<file path="src/rtl/vga_timing_pkg.sv">
// Shared video mode definitions and timing helpers for vga_timing_gen.
package vga_timing_pkg;

  typedef struct packed {
    logic [15:0] h_active;
    logic [15:0] h_fp;
    logic [15:0] h_sync;
    logic [15:0] h_bp;
    logic [15:0] v_active;
    logic [15:0] v_fp;
    logic [15:0] v_sync;
    logic [15:0] v_bp;
    logic        h_pol;
    logic        v_pol;
  } vga_mode_t;

  localparam vga_mode_t MODE_640x480_60 = '{
    h_active: 16'd640, h_fp: 16'd16, h_sync: 16'd96,  h_bp: 16'd48,
    v_active: 16'd480, v_fp: 16'd10, v_sync: 16'd2,   v_bp: 16'd33,
    h_pol: 1'b0, v_pol: 1'b0};

  localparam vga_mode_t MODE_640x480_72 = '{
    h_active: 16'd640, h_fp: 16'd24, h_sync: 16'd40,  h_bp: 16'd128,
    v_active: 16'd480, v_fp: 16'd9,  v_sync: 16'd3,   v_bp: 16'd28,
    h_pol: 1'b0, v_pol: 1'b0};

  localparam vga_mode_t MODE_800x600_72 = '{
    h_active: 16'd800, h_fp: 16'd56, h_sync: 16'd120, h_bp: 16'd64,
    v_active: 16'd600, v_fp: 16'd37, v_sync: 16'd6,   v_bp: 16'd23,
    h_pol: 1'b1, v_pol: 1'b1};

  function automatic int axis_total(input int active, input int fp,
                                    input int sync, input int bp);
    return active + fp + sync + bp;
  endfunction

endpackage

</file>
<file path="src/rtl/vga_axis_counter.sv">
// Wrap counter 0..LAST with combinational terminal-count flag.
module vga_axis_counter #(
  parameter int W    = 10,
  parameter int LAST = 831
) (
  input  logic         clk,
  input  logic         reset,
  input  logic         en,
  output logic [W-1:0] count,
  output logic         tc
);

  localparam logic [W-1:0] LAST_C = W'(LAST);

  assign tc = (count == LAST_C);

  always_ff @(posedge clk) begin
    if (reset)
      count <= '0;
    else if (en)
      count <= tc ? '0 : count + 1'b1;
  end

endmodule

</file>
<file path="src/rtl/vga_timing_gen.sv">
// Parametrised VGA/SVGA timing generator with registered sync/de/coords/strobes.
// Optional pixel clock-enable port px_ce when VGA_TIMING_CE_EN is defined.
module vga_timing_gen
  import vga_timing_pkg::*;
#(
  parameter int   H_ACTIVE = int'(MODE_640x480_72.h_active),
  parameter int   H_FP     = int'(MODE_640x480_72.h_fp),
  parameter int   H_SYNC   = int'(MODE_640x480_72.h_sync),
  parameter int   H_BP     = int'(MODE_640x480_72.h_bp),
  parameter int   V_ACTIVE = int'(MODE_640x480_72.v_active),
  parameter int   V_FP     = int'(MODE_640x480_72.v_fp),
  parameter int   V_SYNC   = int'(MODE_640x480_72.v_sync),
  parameter int   V_BP     = int'(MODE_640x480_72.v_bp),
  parameter logic H_POL    = MODE_640x480_72.h_pol,
  parameter logic V_POL    = MODE_640x480_72.v_pol,
  parameter int   COORD_W  = 10
) (
  input  logic               clk,
  input  logic               reset,
`ifdef VGA_TIMING_CE_EN
  input  logic               px_ce,
`endif
  output logic               hsync,
  output logic               vsync,
  output logic               de,
  output logic [COORD_W-1:0] x,
  output logic [COORD_W-1:0] y,
  output logic               line_start,
  output logic               frame_start,
  output logic               vblank_start,
  output logic [15:0]        frame_count
);

  localparam int H_TOTAL = axis_total(H_ACTIVE, H_FP, H_SYNC, H_BP);
  localparam int V_TOTAL = axis_total(V_ACTIVE, V_FP, V_SYNC, V_BP);

  if (H_FP == 0 || H_SYNC == 0 || H_BP == 0 || V_FP == 0 || V_SYNC == 0 ||
      V_BP == 0 || longint'(H_TOTAL) > (64'd1 << COORD_W) ||
      longint'(V_TOTAL) > (64'd1 << COORD_W)) begin : g_bad_params
    $error("vga_timing_gen: zero porch/sync or COORD_W too narrow");
  end

  localparam logic [COORD_W-1:0] H_ACT_C = COORD_W'(H_ACTIVE);
  localparam logic [COORD_W-1:0] V_ACT_C = COORD_W'(V_ACTIVE);
  localparam logic [COORD_W-1:0] HS_BEG  = COORD_W'(H_ACTIVE + H_FP);
  localparam logic [COORD_W-1:0] HS_END  = COORD_W'(H_ACTIVE + H_FP + H_SYNC);
  localparam logic [COORD_W-1:0] VS_BEG  = COORD_W'(V_ACTIVE + V_FP);
  localparam logic [COORD_W-1:0] VS_END  = COORD_W'(V_ACTIVE + V_FP + V_SYNC);

  logic               ce;
  logic [COORD_W-1:0] h, v;
  logic               h_tc, v_tc;
  logic               frame_done;

`ifdef VGA_TIMING_CE_EN
  assign ce = px_ce;
`else
  assign ce = 1'b1;
`endif

  vga_axis_counter #(.W(COORD_W), .LAST(H_TOTAL - 1)) u_h_cnt (
    .clk   (clk),
    .reset (reset),
    .en    (ce),
    .count (h),
    .tc    (h_tc)
  );

  vga_axis_counter #(.W(COORD_W), .LAST(V_TOTAL - 1)) u_v_cnt (
    .clk   (clk),
    .reset (reset),
    .en    (ce && h_tc),
    .count (v),
    .tc    (v_tc)
  );

  // frame_done marks a completed frame so the frame_start after reset is not counted
  always_ff @(posedge clk) begin
    if (reset) begin
      frame_done   <= 1'b0;
      hsync        <= ~H_POL;
      vsync        <= ~V_POL;
      de           <= 1'b0;
      x            <= '0;
      y            <= '0;
      line_start   <= 1'b0;
      frame_start  <= 1'b0;
      vblank_start <= 1'b0;
      frame_count  <= '0;
    end else if (ce) begin
      frame_done   <= h_tc && v_tc;
      hsync        <= (h >= HS_BEG && h < HS_END) ? H_POL : ~H_POL;
      vsync        <= (v >= VS_BEG && v < VS_END) ? V_POL : ~V_POL;
      de           <= (h < H_ACT_C) && (v < V_ACT_C);
      x            <= h;
      y            <= v;
      line_start   <= (h == '0);
      frame_start  <= (h == '0) && (v == '0);
      vblank_start <= (h == '0) && (v == V_ACT_C);
      if ((h == '0) && (v == '0))
        frame_count <= frame_count + {15'd0, frame_done};
    end else begin
      line_start   <= 1'b0;
      frame_start  <= 1'b0;
      vblank_start <= 1'b0;
    end
  end

endmodule

</file>
<file path="config.mk">
export PLATFORM = sky130hd
export DESIGN_NAME = vga_timing_gen
export DESIGN_NICKNAME = d
export VERILOG_FILES = /design/src/rtl/vga_timing_pkg.sv /design/src/rtl/vga_axis_counter.sv /design/src/rtl/vga_timing_gen.sv
export SDC_FILE = /design/constraint.sdc
export NUM_CORES = 1
export LEC_CHECK = 0
export ABC_AREA = 1
export CORE_MARGIN = 5
export CORE_UTILIZATION = 25
export DETAILED_ROUTE_END_ITERATION = 16
export MAX_ROUTING_LAYER = met4
export PLACE_DENSITY = 0.41
export SYNTH_ARGS = -nofsm -noshare
export SYNTH_HDL_FRONTEND = slang
export SYNTH_SLANG_ARGS = --single-unit
export TNS_END_PERCENT = 30
</file>
<file path="constraint.sdc">
create_clock -name clk -period 2.5 [get_ports clk]
set_clock_uncertainty 0.1 [all_clocks]
set_input_delay 0.25 -clock clk [delete_from_list [all_inputs] [get_ports clk]]
set_output_delay 0.25 -clock clk [all_outputs]
set_load 0.005 [all_outputs]
</file>
After elaboration in Yosys (flattened, before gate mapping)
Cells that the tools add are included.

Shifts and indexed selects: 0. Magnitude comparators: 6. Add/sub/neg operators: 3. $mul: 0. Reductions and logical operators: 9. Multiplexer cells: 3. Bitwise logic cells: 0. Div/mod/pow operators: 0. Eq/ne operators: 3.

Operators by type and width (number): 10-bit by 1-bit adder with 10-bit output (second input constant) (2); 10-bit == test (second input constant) (2); 10-bit logical NOT (2); 10-bit less-than comparator (second input constant) (2); 10-bit by 9-bit less-than comparator with 1-bit output (second input constant) (2); 16-bit by 1-bit adder with 16-bit output (1); 10-bit by 9-bit == test with 1-bit output (second input constant) (1); 10-bit >= comparator (second input constant) (1); 10-bit by 9-bit >= comparator with 1-bit output (second input constant) (1); 10-bit two-way mux (1); 1-bit logical AND (6); 1-bit two-way mux (2); 2-bit OR reduction (1).

Register bits: 63. ROM bits: 0. Latch bits: 0. Memories: 0. Memory bits (writable): 0. Input bits: 2. Word-level logic and storage cells: 36. Output and inout bits: 42.

Longest topological paths before layout
Gate-level depths: netlist of run 1.

Word-level depth: 3. Gate-level depth with buffers: 11. Mapped depth without buffers: 10.

Cells and area by module
A second synthesis of run 1 with hierarchy kept.

Cell total of the unflattened synthesis: 398. Area, all modules: 2922.8 um2.

By module, submodules not included: vga_timing_gen (cells an instance 250, seq. area each 860.8 um2, times used 1, area an instance 1843.0 um2); vga_axis_counter (u_v_cnt) (cells an instance 74, seq. area each 200.2 um2, times used 1, area an instance 548.0 um2); vga_axis_counter (u_h_cnt) (cells an instance 74, seq. area each 200.2 um2, times used 1, area an instance 531.8 um2).

Worst setup path after synthesis of run 1
No wires, ideal clock.

Kind: register to register. Start point: register frame_count[0]. End point: register frame_count[10]. Library setup time: 0.113 ns. Slack: 0.967 ns. Data arrival time: 1.320 ns. Data required time: 2.287 ns. Clock period less this slack: 1.533 ns. Stages on the path, launching flop included: 10. Buffers on the path: 0. Path through: dfxtp_1 > ha_1 > ha_1 > nand2_1 > nor2_1 > nand2_1 > nor2_1 > nand3_1 > nor2_1 > nor2_1.

Longest elaborated chain between the ends: 1.

Ends and longest elaborated chain: start, declared (RTL line vga_timing_gen.sv:31) `output logic [15:0] frame_count`; start signal, assigned (RTL line vga_timing_gen.sv:101) `frame_count <= frame_count + {15'd0, frame_done};`; 16-bit by 1-bit adder with 16-bit output (RTL line vga_timing_gen.sv:101).

Every way passes these cells. A chain may end at the register's enable or synchronous reset.

Worst setup path after layout of run 1
Start point: register u_h_cnt.count[0]. End point: register frame_count[6].

Longest elaborated chain between the ends: 2.

Ends and longest elaborated chain: start, declared (RTL line vga_axis_counter.sv:9) `output logic [W-1:0] count,`; start signal, assigned (RTL line vga_axis_counter.sv:21) `count <= tc ? '0 : count + 1'b1;`; 10-bit logical NOT (RTL line vga_timing_gen.sv:100) `if ((h == '0) && (v == '0))`; 1-bit logical AND (RTL line vga_timing_gen.sv:100).

Every way passes these cells.

==> results of run 1 <==
==> layout make-up <==
| class | count | share of cell area |
|---|---|---|
| clock buffers | 13 | 0.0763 |
| clock inverters | 3 | 0.00409 |
| inverters | 53 | 0.0542 |
| multi-input cells | 267 | 0.355 |
| flip-flops and latches | 63 | 0.343 |
| well taps | 140 | 0.0477 |
| repair buffers | 44 | 0.119 |
==> state kept, by name, indices dropped and copies added (netlist names) <==
name,count
line_start,1
hsync,1
vblank_start,1
frame_count,16
de,1
u_h_cnt.count,10
x,10
u_v_cnt.count,10
frame_start,1
y,10
vsync,1
frame_done,1
==> critical path, cell delays in order (launching register included) <==
cell and delay, ns:
dfxtp_1 0.33, inv_1 0.08, ha_1 0.15, inv_1 0.04, nor2_1 0.07, nand3_1 0.14, nor2_4 0.22, nand2_2 0.22
inv_2 0.23, nand2_1 0.07, a21oi_1 0.12
==> kinds of logic (layout without fill, tap and decap cells) <==
group	count (synthesis)	after routing	synth area share
and+or+nand+nor	219	219	0.338
DFF	63	63	0.449
buffers and inverters	61	113	0.0873
AOI/OAI and AO/OA	28	28	0.0530
xor gates and xnor gates	12	12	0.0374
adders and majority gates	8	8	0.0356
==> per-stage QoR <==
step	hold slack, ns	instance area, um2	utilization
final	0.364	3670	0.336
after CTS	0.372	3670	0.336
after floorplan	0.330	2810	-
after global placement	0.351	3380	0.309
after global routing	0.399	3670	0.336
after detailed placement	0.359	3380	0.309
==> final timing paths <==
kind | endpoint | slack, ns
min reg2reg | u_h_cnt.count[0] | 0.36
max reg2reg | frame_count[6] | 0.65
max | frame_count[6] | 0.65
min | u_h_cnt.count[0] | 0.36
==> routing by layer <==
layer  GRT usage  vias to the layer above  routed length, um
met2       0.181                       44               3250
met5           -                        -                  0
met4      0.0255                        0                 33
met3      0.0381                        2                337
met1       0.146                     1134               3530
li1            -                     1304                  -
==> placed cells by master (no fill, tap or decap) <==
cell type        count
a21oi_1             18
buf_4                1
clkbuf_16            9
clkbuf_8             4
clkdlybuf4s50_1     43
clkinv_2             3
dfxtp_1             63
ha_1                 8
inv_1               49
inv_2                4
nand2_1             93
nand2_2              5
nand3_1             21
nand3_2              1
nand4_1             10
nor2_1              72
nor2_2               5
nor2_4               2
nor3_1               5
nor3_2               1
nor3b_1              1
nor3b_2              1
nor4_1               1
o2111ai_1            1
o211ai_1             2
o21ai_0              6
o21ai_1              1
or2_2                1
xnor2_1              2
xor2_1              10
==> report_power, final <==
| group | internal [mW] | switching, mW | total [mW] |
|---|---|---|---|
| logic | 0.0263 | 0.0579 | 0.0841 |
| registers | 1.02 | 0.00576 | 1.02 |
| clock network | 0.774 | 0.433 | 1.21 |
==> impl_metrics.toml, run 1 <==
[run_status]
status = "complete, no violations"

[min_path]
min_from = "u_h_cnt.count[0]"
hold_class = "flip-flop to flip-flop"
whs_path_depth = 1

[synth]
synth_top_area_frac = 0.449
synth_area_leaders = "dfxtp_1 45%, nand2_1 12%, nor2_1 9.6%"
synth_common_cells = "93 x nand2_1, 72 x nor2_1, 63 x dfxtp_1, 49 x inv_1, 21 x nand3_1"
synth_edf_count = 0
async_flop_share = 0
yosys.cell_types.count = 29
yosys.area.top_type = "dfxtp_1"
netlist_area_um2 = 2810
syn_avg_cell_area_um2 = 7.19
synth_seq_area_share = 0.449
ys.flop_type = "dfxtp_1"
syn_inst = 391
syn_nets = 401
yosys_register_bits = 63
yosysMostFrequentCell = "nand2_1"
yosys_warnings = 0

[setup_path]
criticalPathCategory = "flip-flop to flip-flop"
worst_ep_required_time_ns = 2.65
reg2regPathDepth = 10
cp-startpoint = "u_h_cnt.count[0]"
cp_max_fo = 13
timing.rr.start = "u_h_cnt.count[0]"
start_kind = "flip-flop"
worstSetupEndpointType = "flip-flop"
arrival_ns = 2.00

[floorplan]
dieHeight_um = 116
dieArea_um2 = 13500
die_x_um = 116
core_um2 = 10900
rows = 38
pin_count = 44
start_util = 0.257

[power]
power.total_mw = 2.31
leakage_nw = 1.46
ir_drop_uv = 344
pwr_density_cell_nw_per_um2 = 630

[sta]
slew_violations = 0
worst_pin_slew_ns = 0.412
finalCritPeriodShare = 0.741
worst_slack_ns = 0.647
rsz0062_at_grt = "no"
setup_viol = 0
hold_viol_final = 0
slew_headroom = 0.726
fmax_mhz = 540
finalSetupTns_ns = 0
fin_crit_ns = 1.85

[final_layout]
fin_cells = 583
syn2layout_area_growth_pct = 30.7
ff_latch_area_um2 = 1260
diodes = 0
multiInputGateArea_um2 = 1300
fin_nets = 448
n_fill_cell = 1200
drive_gt1_frac = 0.0835

[drt]
wl_per_cell_um = 12.3
drcViolationCount = 0
vias = 2484
ant_nets = 0
drt_iter0_drc = 147
firstDrtPassIters = 4
wl_mm = 7.14
viasPerCell = 4.26

[clock_network]
cts_hold_buf = 0
cts-root-buf = "clkbuf_16"
numCtsBuffers = 9
cts_resized = 0
clk_latency_ns = 0.32
cts_htree_levels = 3
cts.clk_slew.worst_paths_ns = 0.05
cts_tree = "built"
cts_buffer_depth = 2
clock-sinks = 63
postCtsSetupBuffers = 0

[placed_design]
place_congestion = 0.838
port_buffers = 43
dp_hpwl_mm = 5.29
dp.cells = 567
pre_cts_ws_ns = 0.605

[flow_run]
maxCapViolations = 0

[global_route]
grt_pass1_wl_mm = 11.8
grt_max_degree = 39
antenna_found_initial = 0
grt_overflow_total = 0
gr-usage-all-layers = 0.115
first_global_vias = 2454
No activity file was read; power rests on OpenSTA's default activity.
==> run 2: changes to the inputs <==
clock period = 1.9 ns   (was 2.5 ns; I/O delays follow)
==> impl_metrics.toml, run 2 (same netlist as run 1, synthesis figures left out) <==
[run_status]
status = "complete, no violations"

[global_route]
grt_overflow_total = 0
grt_max_degree = 23
gr-usage-all-layers = 0.120
antenna_found_initial = 0
first_global_vias = 2455
grt_pass1_wl_mm = 12.2

[final_layout]
final_area_um2 = 3780
fin_cells = 598
regMostFlops = "frame_count"
largest_register_ffs = 16
diodes = 0
final_util = 0.346
syn2layout_area_growth_pct = 34.7
fin_nets = 464
layout_common_cells = "93 x nand2_1, 69 x nor2_1, 63 x dfxtp_1"
drive_gt1_frac = 0.114
layout_commonest_cell = "nand2_1"

[drt]
drt-met1-wl_mm = 3.60
dr.max_layer_used = "met4"
wl_mm = 7.44
drt_iter0_drc = 170
met2_length_mm = 3.31
vias = 2536
wl_per_cell_um = 12.4
wl_met3_um = 433
drcViolationCount = 0
firstDrtPassIters = 4
ant_nets = 0
viasPerCell = 4.24

[setup_path]
cp_max_fo = 7
worst_ep_required_time_ns = 2.01
cp_cell_sequence = "ha_1 > nand2_1 > nor2_2 > nand2_2 > nor2_4 > buf_4 > nand3_2 > nand2_2 > nor2_1"
criticalPathCategory = "flip-flop to flip-flop"
worstSetupEndpointType = "flip-flop"
slowest_delay_ns = 0.37
arrival_ns = 1.83
cp_slowest_cell = "dfxtp_1"
start_kind = "flip-flop"
crit_top_cell = "nand2_2"

[floorplan]
start_util = 0.257
core_um2 = 10900
rows = 38
dieHeight_um = 116
dieArea_um2 = 13500
pin_count = 44
die_x_um = 116

[clock_network]
clock-sinks = 63
cts-root-buf = "clkbuf_16"
cts.clk_slew.worst_paths_ns = 0.05
cts_tree = "built"
numCtsBuffers = 9
cts_hold_buf = 0
cts_htree_levels = 3
cts_buffer_depth = 2
clk_latency_ns = 0.32

[sta]
fmax_mhz = 580
finalCritPeriodShare = 0.907
slew_violations = 0
fin_crit_ns = 1.72
slew_headroom = 0.752
rsz0062_at_grt = "no"
worst_pin_slew_ns = 0.372
hold_viol_final = 0
finalSetupTns_ns = 0
setup_viol = 0

[power]
ir_drop_uv = 559
leakage_nw = 1.53
pwr_density_cell_nw_per_um2 = 796

[placed_design]
dp_hpwl_mm = 5.54
dp.cells = 578
port_buffers = 43
place_congestion = 0.822
placed_cell_area_um2 = 3460

[flow_run]
maxCapViolations = 0

[min_path]
hold_class = "flip-flop to flip-flop"
[run 2: cell types whose count changed in the layout (fill, tap and decap cells not counted)]
cell / delta
buf_4: +16
clkbuf_1: +3
clkbuf_8: -1
clkinv_2: -3
inv_2: -1
inv_4: +1
nor2_1: -3
nor2_2: +3
[run 2: worst paths after layout]
check	to	cells past startpoint	from	slack (ns)
hold / removal	u_h_cnt.count[0]	1	u_h_cnt.count[0]	0.38
hold reg to reg	u_h_cnt.count[0]	1	u_h_cnt.count[0]	0.38
setup reg to reg	u_v_cnt.count[9]	9	u_h_cnt.count[0]	0.18
setup / recovery	u_v_cnt.count[9]	9	u_h_cnt.count[0]	0.18
[run 2: critical path: cells and delay by family (launching register included)]
kind          cells  cell delay (ns)
fa+ha+maj         1             0.18
simple gates      7             0.81
flops             1             0.37
buf+inv           1             0.15
[run 2: power breakdown]
group / total [mW] / internal [mW] / switching, mW
sequential: 1.34 / 1.34 / 0.00708
clock: 1.53 / 0.984 / 0.547
combinational: 0.137 / 0.0509 / 0.0856
total: 3.01 / 2.37 / 0.640
[run 2: cell type report]
| type | count | area (um2) |
|---|---|---|
| flip-flops and latches | 63 | 1260 |
| multi-input cells | 267 | 1310 |
| well taps | 140 | 175 |
| fillers | 1220 | 7150 |
| clock buffers | 15 | 278 |
| repair buffers | 60 | 558 |
| inverters | 53 | 201 |
[run 2: layer usage]
layer / up-vias / global-route usage
met1: 1144 / 0.160
li1: 1336 / -
met3: 9 / 0.0308
met5: - / -
met4: 0 / 0.0371
met2: 47 / 0.177
[run 2: timing repair]
item / in CTS / in global routing
endpoints found under the setup margin: 0 / 7
buffers inserted: 0 / 5
resized for setup: 0 / 4
[run 2: per-stage QoR]
step	hold slack, ns	power [mW]	setup slack, ns
floorplan	0.328	1.45	0.367
global placement	0.344	1.51	0.118
detailed placement	0.376	1.51	0.138
CTS	0.384	3.07	0.115
global route	0.413	3.14	0.0190
finish	0.378	3.01	0.177
==> run 3: changes to the inputs <==
CAP_MARGIN = 5   (was not set)
CORE_ASPECT_RATIO = 0.8   (was not set)
==> impl_metrics.toml, run 3 (same netlist as run 1, synthesis figures left out) <==
[drt]
ant_nets = 0
wl_per_cell_um = 12.1
drt_iter0_drc = 109
drcViolationCount = 0
vias = 2541
viasPerCell = 4.21
wl_mm = 7.30
firstDrtPassIters = 4

[global_route]
grt_pass1_wl_mm = 12.3
grt_overflow_total = 0
first_global_vias = 2449
gr-usage-all-layers = 0.118
antenna_found_initial = 0
grt_max_degree = 13

[floorplan]
pin_count = 44
start_util = 0.257
rows = 34
dieArea_um2 = 13500
core_um2 = 10900
dieHeight_um = 105
die_x_um = 129

[clock_network]
cts.clk_slew.worst_paths_ns = 0.05
cts-root-buf = "clkbuf_16"
clk_latency_ns = 0.33
cts_htree_levels = 3
cts_tree = "built"
cts_buffer_depth = 2
numCtsBuffers = 9
clock-sinks = 63

[setup_path]
cp_slowest_cell = "dfxtp_1"
worst_ep_required_time_ns = 2.02
criticalPathCategory = "flip-flop to flip-flop"
path_buf_inv = 1
reg2regPathDepth = 9
slowest_delay_ns = 0.36
critical_path_depth = 9
cp-startpoint = "u_h_cnt.count[0]"
timing.rr.start = "u_h_cnt.count[0]"
worstSetupEndpointType = "flip-flop"
cp_max_fo = 8
start_kind = "flip-flop"
cp_cell_sequence = "ha_1 > nand2_1 > nor2_2 > nand2_2 > nor2_4 > buf_4 > nand2_2 > xor2_1 > nor2_2"
arrival_ns = 1.82
critPathTopFamily = "simple AND/OR/NAND/NOR gates"

[sta]
slew_headroom = 0.788
setup_viol = 0
whs_ns = 0.361
finalCritPeriodShare = 0.896
hold_viol_final = 0
rsz0062_at_grt = "yes"
worst_pin_slew_ns = 0.316
fmax_mhz = 587
fin_crit_ns = 1.70
slew_violations = 0

[final_layout]
syn2layout_area_growth_pct = 36.0
final_util = 0.350
layout_commonest_cell = "nand2_1"
diodes = 0
largest_register_ffs = 16
drive_gt1_frac = 0.120
fin_nets = 464
layout_common_cells = "93 x nand2_1, 69 x nor2_1, 63 x dfxtp_1"
regMostFlops = "frame_count"
n_fill_cell = 1180

[min_path]
min_from = "u_h_cnt.count[0]"
whs_path_depth = 1
hold_class = "flip-flop to flip-flop"

[power]
ir_drop_uv = 407
pwr_density_cell_nw_per_um2 = 811
power.total_mw = 3.10
leakage_nw = 1.54

[flow_run]
maxCapViolations = 0

[placed_design]
port_buffers = 43
dp_hpwl_mm = 5.52
place_congestion = 0.831

[run_status]
status = "complete, no violations"
run 3: path summary, 6_finish.rpt:
path | end | slack (ns)
max reg2reg | u_v_cnt.count[7] | 0.20
min | u_h_cnt.count[0] | 0.36
min reg2reg | u_h_cnt.count[0] | 0.36
max | u_v_cnt.count[7] | 0.20
run 3: what timing repair did:
item / CTS / global route
resized for setup: 0 / 8
setup buffers: 0 / 4
hold buffers: 0 / 0
setup endpoints to repair: 0 / 16
run 3: through the flow:
| stage | setup slack [ns] | instances | cell area [um2] | TNS [ns] |
|---|---|---|---|---|
| 2_1_floorplan | 0.367 | 391 | 2810 | 0 |
| 3_3_place_gp | 0.103 | 583 | 3470 | 0 |
| 3_5_place_dp | 0.127 | 583 | 3470 | 0 |
| 4_1_cts | 0.0958 | 599 | 3760 | 0 |
| 5_1_grt | -0.0108 | 603 | 3820 | -0.0108 |
| 6_report | 0.197 | 603 | 3820 | 0 |
run 3: metal layers:
metal / GRT usage / wire length [um]
met2: 0.165 / 3070
met5: - / 0
met3: 0.0337 / 234
met4: 0.0382 / 115
met1: 0.162 / 3880
run 3: power breakdown:
part | leakage [nW] | switching (mW) | internal [mW]
clock network | 0.146 | 0.577 | 1.04
registers | 0.509 | 0.00667 | 1.34
logic | 0.883 | 0.0839 | 0.0498
run 3: final cells by class:
| cell class | instances | area [um2] | share of cell area |
|---|---|---|---|
| clock inverters | 4 | 45.0 | 0.0118 |
| inverters | 53 | 201 | 0.0527 |
| flip-flops and latches | 63 | 1260 | 0.330 |
| clock buffers | 12 | 246 | 0.0645 |
| well taps | 144 | 180 | 0.0472 |
| multi-input cells | 267 | 1330 | 0.348 |
| repair buffers | 60 | 558 | 0.146 |
run 3: worst register-to-register path: stages (launching register included):
cell and delay, ns:
dfxtp_1 0.36, ha_1 0.18, nand2_1 0.09, nor2_2 0.14, nand2_2 0.09, nor2_4 0.23, buf_4 0.16, nand2_2 0.04
xor2_1 0.16, nor2_2 0.04
